===== src/rtl/diad_memarb.sv =====
// Shared memory-port arbiter for the diad pipeline: IF (read-only) vs MA (read/write),
// with a starvation override for IF, an in-flight owner tag pipe and branch flush.
module diad_memarb #(
    parameter int ADDR_W   = 24,
    parameter int DATA_W   = 24,
    parameter int LATENCY  = 2,
    parameter int MAX_WAIT = 3
) (
    input  logic              iw_clk,
    input  logic              iw_rst,
    input  logic              iw_if_req,
    input  logic [ADDR_W-1:0] iw_if_addr,
    output logic              ow_if_gnt,
    output logic              ow_if_rvalid,
    output logic [DATA_W-1:0] ow_if_rdata,
    output logic              ow_if_stall,
    input  logic              iw_ma_req,
    input  logic              iw_ma_we,
    input  logic [ADDR_W-1:0] iw_ma_addr,
    input  logic [DATA_W-1:0] iw_ma_wdata,
    output logic              ow_ma_gnt,
    output logic              ow_ma_rvalid,
    output logic [DATA_W-1:0] ow_ma_rdata,
    output logic              ow_ma_stall,
    input  logic              iw_flush,
    output logic              ow_mem_en,
    output logic              ow_mem_we,
    output logic [ADDR_W-1:0] ow_mem_addr,
    output logic [DATA_W-1:0] ow_mem_wdata,
    input  logic [DATA_W-1:0] iw_mem_rdata
);

    logic [3:0]         starve_cnt_q, starve_cnt_d;
    logic [LATENCY-1:0] tag_v_q, tag_v_d;
    logic [LATENCY-1:0] tag_if_q, tag_if_d;
    logic               if_rvalid_q, if_rvalid_d;
    logic               ma_rvalid_q, ma_rvalid_d;
    logic [DATA_W-1:0]  if_rdata_q, if_rdata_d;
    logic [DATA_W-1:0]  ma_rdata_q, ma_rdata_d;

    logic if_prio;
    logic if_win;
    logic ma_win;
    logic exit_v;
    logic exit_if;

    assign if_prio = (starve_cnt_q == 4'(MAX_WAIT));
    assign if_win  = ~iw_rst & iw_if_req & (~iw_ma_req | if_prio);
    assign ma_win  = ~iw_rst & iw_ma_req & (~iw_if_req | ~if_prio);

    assign ow_if_gnt    = if_win;
    assign ow_ma_gnt    = ma_win;
    assign ow_if_stall  = iw_if_req & ~if_win;
    assign ow_ma_stall  = iw_ma_req & ~ma_win;

    assign ow_mem_en    = if_win | ma_win;
    assign ow_mem_we    = ma_win & iw_ma_we;
    assign ow_mem_addr  = ma_win ? iw_ma_addr : iw_if_addr;
    assign ow_mem_wdata = iw_ma_wdata;

    // Flush kills IF tags at every stage, including the one leaving the pipe now.
    assign exit_v  = tag_v_q[LATENCY-1] & ~(iw_flush & tag_if_q[LATENCY-1]);
    assign exit_if = tag_if_q[LATENCY-1];

    always_comb begin
        starve_cnt_d = starve_cnt_q;
        if (!iw_if_req || if_win) begin
            starve_cnt_d = 4'd0;
        end else if (starve_cnt_q < 4'(MAX_WAIT)) begin
            starve_cnt_d = starve_cnt_q + 4'd1;
        end

        tag_v_d     = '0;
        tag_if_d    = '0;
        tag_v_d[0]  = (if_win & ~iw_flush) | (ma_win & ~iw_ma_we);
        tag_if_d[0] = if_win;
        for (int i = 1; i < LATENCY; i++) begin
            tag_v_d[i]  = tag_v_q[i-1] & ~(iw_flush & tag_if_q[i-1]);
            tag_if_d[i] = tag_if_q[i-1];
        end

        if_rvalid_d = exit_v & exit_if;
        ma_rvalid_d = exit_v & ~exit_if;
        if_rdata_d  = if_rvalid_d ? iw_mem_rdata : if_rdata_q;
        ma_rdata_d  = ma_rvalid_d ? iw_mem_rdata : ma_rdata_q;
    end

    always_ff @(posedge iw_clk) begin
        if (iw_rst) begin
            starve_cnt_q <= 4'd0;
            tag_v_q      <= '0;
            tag_if_q     <= '0;
            if_rvalid_q  <= 1'b0;
            ma_rvalid_q  <= 1'b0;
            if_rdata_q   <= '0;
            ma_rdata_q   <= '0;
        end else begin
            starve_cnt_q <= starve_cnt_d;
            tag_v_q      <= tag_v_d;
            tag_if_q     <= tag_if_d;
            if_rvalid_q  <= if_rvalid_d;
            ma_rvalid_q  <= ma_rvalid_d;
            if_rdata_q   <= if_rdata_d;
            ma_rdata_q   <= ma_rdata_d;
        end
    end

    assign ow_if_rvalid = if_rvalid_q;
    assign ow_ma_rvalid = ma_rvalid_q;
    assign ow_if_rdata  = if_rdata_q;
    assign ow_ma_rdata  = ma_rdata_q;

endmodule


===== config.mk =====
export PLATFORM = sky130hd
export DESIGN_NAME = diad_memarb
export DESIGN_NICKNAME = d
export VERILOG_FILES = /design/src/rtl/diad_memarb.sv
export SDC_FILE = /design/constraint.sdc
export NUM_CORES = 1
export LEC_CHECK = 0
export ABC_CLOCK_PERIOD_IN_PS = 2750
export CAP_MARGIN = 20
export CORE_ASPECT_RATIO = 0.6
export CORE_UTILIZATION = 33
export DETAILED_ROUTE_END_ITERATION = 6
export GPL_ROUTABILITY_DRIVEN = 0
export PLACE_DENSITY = 0.79
export RECOVER_POWER = 25
export SLEW_MARGIN = 20
export SYNTH_ARGS = -nofsm -noshare
export SYNTH_HDL_FRONTEND = slang
export SYNTH_SLANG_ARGS = --single-unit

===== constraint.sdc =====
create_clock -name iw_clk -period 2.75 [get_ports iw_clk]
set_input_delay 0.55 -clock iw_clk [delete_from_list [all_inputs] [get_ports iw_clk]]
set_output_delay 0.55 -clock iw_clk [all_outputs]
set_load 0.005 [all_outputs]

* Word level (Yosys, flattened, before mapping)
Index checks and enable logic that the tools add are counted.
** Storage, ports and cells
- Register bits after elaboration :: 58
- Input bits :: 102
- Output and inout bits :: 104
- Word-level logic and storage cells :: 44
** Operators by class
- $add $sub $neg :: 1
- Order comparisons :: 1
- Equality and inequality tests :: 1
- Muxes and demuxes :: 1
- Bitwise logic cells :: 30
- Reduce and logical (&&, ||, !) cells :: 3
** Operators with widths (number)
- $mux 24 :: 1
- $and 1x1->1 :: 15
- $not 1->1 :: 11
- $add 4x1->4 const B :: 1
- $eq 4x2->1 const B :: 1
- $lt 4x2->1 const B :: 1
- $or 1x1->1 :: 4
- $reduce_or 2->1 :: 1
- $logic_not 1->1 :: 1
- $logic_or 1x1->1 :: 1

* Longest topological paths before layout
Gate-level depths: netlist (run 1).
- Depth after elaboration :: 6
- Gate-level depth with buffers :: 6
- Mapped depth without buffers :: 4

* Worst setup path before layout (run 1)
No wires, ideal clock.
- Path type :: flip-flop to output port
- Start point :: reg starve_cnt_q[0]
- End point :: out ow_mem_addr[10]
- Arrival :: 1.621 ns
- Required time :: 2.200 ns
- Path slack :: 0.579 ns
- Cell stages (with the launch flop) :: 7
- Buffers on the path :: 2
- Cells stage by stage :: dfxtp_1 > ha_1 > or3b_4 > o21a_1 > buf_6 > buf_12 > mux2_4
** On the way
- Longest elaborated chain between the ends :: 5
** RTL lines
- start: declaration :: RTL line 33 : logic [3:0] starve_cnt_q, starve_cnt_d;
- start signal: assignment :: RTL line 98 : starve_cnt_q <= starve_cnt_d;
- $eq 4x2->1 :: RTL line 47 : assign if_prio = (starve_cnt_q == 4'(MAX_WAIT));
- $not 1->1 :: RTL line 49 : assign ma_win = ~iw_rst & iw_ma_req & (~iw_if_req | ~if_prio);
- $or 1x1->1 :: RTL line 49
- $and 1x1->1 :: RTL line 49
- $mux 24 :: RTL line 58 : assign ow_mem_addr = ma_win ? iw_ma_addr : iw_if_addr;
- end: declaration :: RTL line 28 : output logic [ADDR_W-1:0] ow_mem_addr,
Every way passes these cells.

* Final worst setup path (run 1)
- Start point :: reg starve_cnt_q[0]
- End point :: out ow_mem_addr[23]
Same word-level chain as after synthesis.

==> results of run 1 <==
[path summary, 6_finish.rpt]
kind	startpoint	endpoint	slack [ns]	cells past startpoint
max	starve_cnt_q[0]	ow_mem_addr[23]	0.05	7
min	tag_v_q[0]	tag_v_q[1]	0.43	2
max reg2reg	tag_v_q[1]	ow_ma_rdata[18]	1.03	4
min reg2reg	tag_v_q[0]	tag_v_q[1]	0.43	2
[sequential cells by signal (all words and copies together), names as in the netlist]
name	cells
ow_if_rdata	24
ow_ma_rdata	24
starve_cnt_q	4
tag_if_q	2
tag_v_q	2
ow_if_rvalid	1
ow_ma_rvalid	1
[per-stage QoR]
stage	hold slack, ns	total power, mW	area, sq um	worst slack (ns)	instances
2_1_floorplan	0.401	1.01	2580	0.579	302
6_report	0.433	2.25	4380	0.0510	551
5_1_grt	0.452	2.34	4380	-0.0235	551
3_5_place_dp	0.426	1.21	4120	-0.219	531
3_3_place_gp	0.418	1.20	4120	-0.155	531
4_1_cts	0.430	2.29	4450	-0.0908	550
[placed cells by master, fill, tap and decap left out]
master	instances
clkdlybuf4s50_1	129
nand2_1	96
dfxtp_1	56
a21oi_1	48
clkbuf_2	22
mux2_4	16
buf_4	12
clkbuf_16	9
mux2_2	8
nor2_1	7
inv_1	4
nor2b_1	3
clkbuf_1	3
dlygate4sd2_1	3
buf_12	3
and3_1	2
a211oi_1	2
clkinv_2	2
clkdlybuf4s15_1	2
dfxtp_2	2
or3b_4	1
nor2b_2	1
o21a_4	1
a211oi_4	1
and2_1	1
nand3_1	1
nor3_1	1
mux2i_1	1
xnor2_1	1
a22o_1	1
and3b_1	1
nand3b_1	1
nand2b_1	1
ha_2	1
clkbuf_8	1
bufinv_16	1
bufbuf_16	1
buf_6	1
[worst max-delay path: stages (launching register included)]
cell	delay [ns]
dfxtp_2	0.33
ha_2	0.16
or3b_4	0.38
o21a_4	0.21
buf_4	0.13
buf_6	0.13
mux2_2	0.27
clkdlybuf4s15_1	0.21
[power groups by stage]
stage / sequential [mW] / clock, mW / combinational (mW)
global placement: 0.880 / 0 / 0.319
detailed placement: 0.881 / 0 / 0.325
finish: 0.865 / 1.07 / 0.310
CTS: 0.864 / 1.10 / 0.317
global route: 0.865 / 1.14 / 0.332
floorplan: 0.881 / 0 / 0.131
[logic make-up (layout without fill, tap and decap cells)]
group                      after synthesis  in the layout  synth area share (%)
AOI/OAI and AO/OA                       53             53                  10.8
xor gates and xnor gates                 1              1                 0.339
adders and majority gates                1              1                 0.485
buffers and inverters                   48            193                  11.8
DFF                                     58             58                  45.0
muxes                                   25             25                  13.2
and+or+nand+nor                        116            116                  18.4
[cell type report]
type	instances	area [sq um]
clock buffers	12	246
fillers	661	3040
flip-flops and latches	58	1160
clock inverters	3	40.0
well taps	104	130
inverters	4	15.0
multi-input cells	196	1140
repair buffers	174	1650
[routing by layer]
layer / track usage (%) / vias to the layer above
met5: 0 / -
met4: 7.69 / 0
met3: 9.46 / 17
met2: 33.4 / 88
met1: 22.7 / 1197
li1: - / 1239
[what timing repair did]
| item | in CTS | in global routing |
|---|---|---|
| pin swaps | 1 | 2 |
| cloned | 1 | 0 |
| setup buffers | 3 | 1 |
| gates resized for setup | 38 | 43 |
| setup endpoints to repair | 28 | 18 |
==> reports/qor.txt, run 1 <==
Outcome - finished, final reports clean
Post-route ant nets - 0
Area leader, netlist - dfxtp_1
Die footprint - 8190 sq um
Drt wl/cell - 14.5 um
Fmax - 0.371 GHz
Synth top cells by count - nand2_1, dfxtp_1, a21oi_1
Hold WC Path Type - flop to flop
Via count - 2,541
Comb power frac - 13.8%
Area share of the largest cell type after synthesis - 45.0%
Antenna Cells - 0
Metal-1 WL - 3.40 mm
Max VDD drop - 371 uV
Register bit total from synthesis - 58
WL met3 - 704 um
Hold Vio Cnt, Final - 0
Rel. slew slack - 38.4%
Core footprint - 7420 sq um
Vias in the first global route - 2,554
I/O pin count - 206
Drt first-iter violations - 130
Die Y - 70.5 um
Post-synthesis cell count - 302
Clk root buf - clkbuf_16
Total CTS buffers - 9
Buffers on Ports - 157
Initial antenna violation count - 0
Switching Power - 0.468 mW
Final Max Slew Viols - 0
Setup tns final - 0 ns
Global-route wire length before repair - 12.6 mm
Die width - 116 um
HPWL after detailed placement - 5.82 mm
Detailed Route WL - 7.99 mm
Hold Buf Count CTS - 0
Grt ovf - 0
Vias per cell - 4.61
Clock Skew - 0.00778 ns
Startpoint class of the critical path - flop
Largest net degree at the start of global routing - 55
Row cnt - 24
Clk buf depth - 2
Critical path type - flop to output pin
Fin crit share - 98.1%
Initial Util - 34.8%
Area delta synth->final - 69.7%
Final core occ - 59.1%
Post-Syn Area per Cell - 8.55 sq um
Detailed-route DRC error count - 0
Seq/Total Area, Yosys - 45.0%
Distinct cells, synth - 28
Clk sinks - 58
CP max FO - 8
Req. time, crit path - 2.20 ns
Nets - 546
Worst Setup End Kind - output pin
Top routing layer in use - met4
Cell Int Power - 1.78 mW
Count leader, synth - nand2_1
Sw Ratio - 20.8%
Ys flop type - dfxtp_1
Area contributors post-synth - dfxtp_1, nand2_1, a21oi_1, mux2_4, buf_4
Clock network power share - 47.7%
Post-Syn Area - 2580 sq um
CTS tree - built
Synth warn - 0
Post-synth EDFFs - 0
Leakage - 1.68 nW
Pwr dens - 513 nW/um^2
Max Cap Viol - 0
DRT Pass-1 Iters - 4
Clock Latency Late Sink - 0.33 ns
Synthesized net count - 405
Setup violations, final - 0
RSZ-0062 raised after global routing - true
Worst-Margin Slew - 0.923 ns
Worst-path clk slew - 0.05 ns
Final Critical Period - 2.70 ns
Share of synthesized registers carrying an async set or reset - 0%
Sequential share of power - 38.5%
H-tree depth - 3
Worst Path Arrival - 2.15 ns
Fraction of layout instances using a drive strength above 1 - 18.6%
Tot GR Track Use - 20.2%
Met2 WL - 3.76 mm
No activity file was read; power rests on OpenSTA's default activity.
==> inputs of run 2 (changes only) <==
SLEW_MARGIN = 5   (was 20)
==> results of run 2 <==
The final DEF is identical to that of run 1; final timing and power are the same.
==> inputs of run 3 (changes only) <==
CORE_ASPECT_RATIO = 0.7   (was 0.6)
==> reports/qor.txt, run 3 (synthesis gave the netlist of run 1 again) <==
Outcome - finished with violations
Failing checks - setup timing
Via count - 2,519
HPWL after detailed placement - 5.85 mm
Area after DPL - 4110 sq um
Clock Latency Late Sink - 0.32 ns
Commonest non-fill, non-tap cell in the layout - clkdlybuf4s50_1
Vias in the first global route - 2,503
CP max FO - 10
Fmax - 0.360 GHz
Buffers on Ports - 157
Placed Cells - 525
Setup tns final - -0.0882 ns
Capturing point of the worst reg2reg path - tag_v_q[0]
Rel. slew slack - 26.7%
Reg2Reg Depth - 5
Detailed-route DRC error count - 0
Core footprint - 7420 sq um
R2r setup slk - 1.06 ns
Worst-path clk slew - 0.06 ns
Startpoint class of the critical path - flop
Final Critical Period - 2.78 ns
Final std cells w/o fill - 547
Critical path type - flop to output pin
Grt ovf - 0
Worst Setup End Kind - output pin
Max Cap Viol - 0
Hold Crit Depth - 2
Largest net degree at the start of global routing - 55
Hold WC Path Type - flop to flop
Global-route wire length before repair - 12.7 mm
Post-route design area - 4380 sq um
RSZ-0062 raised after global routing - true
Post-route ant nets - 0
Hold Path End - tag_v_q[1]
HP Start - tag_v_q[0]
Sw Ratio - 22.1%
Nets - 546
Dpl ws - -0.197 ns
I/O pin count - 206
Final core occ - 59.1%
Hold slack - 0.428 ns
Drt first-iter violations - 92
Commonest cells after routing, fill and taps aside - clkdlybuf4s50_1, nand2_1, dfxtp_1, a21oi_1
Clock Skew - 0.00934 ns
Die footprint - 8190 sq um
Power, Total - 1.97 mW
Die width - 108 um
H-tree depth - 3
DRT Pass-1 Iters - 4
Worst Path Arrival - 2.23 ns
Drt wl/cell - 14.8 um
Initial antenna violation count - 1
Leakage - 1.67 nW
CTS tree - built
Worst-Margin Slew - 1.10 ns
Clk sinks - 58
Hold Buf Count CTS - 0
Final Max Slew Viols - 0
Die Y - 76.0 um
Detailed Route WL - 8.09 mm
Total CTS buffers - 9
Req. time, crit path - 2.20 ns
Clock network power share - 40.1%
Final setup margin - -0.0314 ns
Fin crit share - 101%
Fraction of layout instances using a drive strength above 1 - 15.0%
Initial Util - 34.8%
Setup violations, final - 3
Clk buf depth - 2
Clk root buf - clkbuf_8
Sequential share of power - 43.8%
Hold Vio Cnt, Final - 0
Worst reg2reg startpoint - starve_cnt_q[1]
Cell Int Power - 1.53 mW
Pwr dens - 450 nW/um^2
Switching Power - 0.435 mW
Vias per cell - 4.61
Area delta synth->final - 69.7%
Max VDD drop - 248 uV
Comb power frac - 16.1%
Row cnt - 26
Tot GR Track Use - 19.7%
-- run 3: what timing repair did --
item / CTS / global route
resized for setup: 34 / 18
setup buffers: 2 / 2
cloned: 1 / 0
setup endpoints to repair: 26 / 19
pin swaps: 1 / 2
-- run 3: power by group through the flow --
stage               logic (mW)  clock network (mW)  registers [mW]
CTS                      0.316               0.814           0.863
global route             0.339               0.851           0.864
detailed placement       0.326                   0           0.881
finish                   0.317               0.790           0.863
floorplan                0.131                   0           0.881
global placement         0.319                   0           0.881
-- run 3: how the worst max path moves through the flow --
stage / slack [ns] / end / depth (start not counted) / from
2_1_floorplan: 0.58 / ow_mem_addr[10] / 6 / starve_cnt_q[0]
3_3_place_gp: -0.15 / ow_mem_addr[7] / 6 / iw_ma_req
3_5_place_dp: -0.20 / ow_mem_addr[23] / 6 / iw_ma_req
4_1_cts: -0.09 / ow_mem_addr[16] / 6 / starve_cnt_q[0]
5_1_grt: -0.08 / ow_mem_addr[12] / 6 / starve_cnt_q[0]
6_report: -0.03 / ow_mem_addr[12] / 6 / starve_cnt_q[1]
-- run 3: cell type report --
| class | count | area [sq um] |
|---|---|---|
| antenna | 1 | 2.50 |
| multi-input combinational | 196 | 1150 |
| tap | 98 | 123 |
| sequential | 58 | 1160 |
| fill | 673 | 3040 |
| clock inverter | 4 | 50.0 |
| timing repair buffer | 174 | 1720 |
| clock buffer | 12 | 155 |
| inverter | 4 | 15.0 |
-- run 3: routing by layer --
| layer | track usage (%) | wire length (um) |
|---|---|---|
| met5 | 0 | 0 |
| met4 | 5.48 | 110 |
| met3 | 6.24 | 561 |
| met2 | 33.9 | 4020 |
| met1 | 23.5 | 3390 |
-- run 3: worst max-delay path: stages, from the launching register on --
cell,delay (ns)
dfxtp_2,0.35
ha_4,0.13
or3b_4,0.38
o21a_4,0.23
bufbuf_16,0.28
mux2_4,0.29
dlygate4sd2_1,0.26
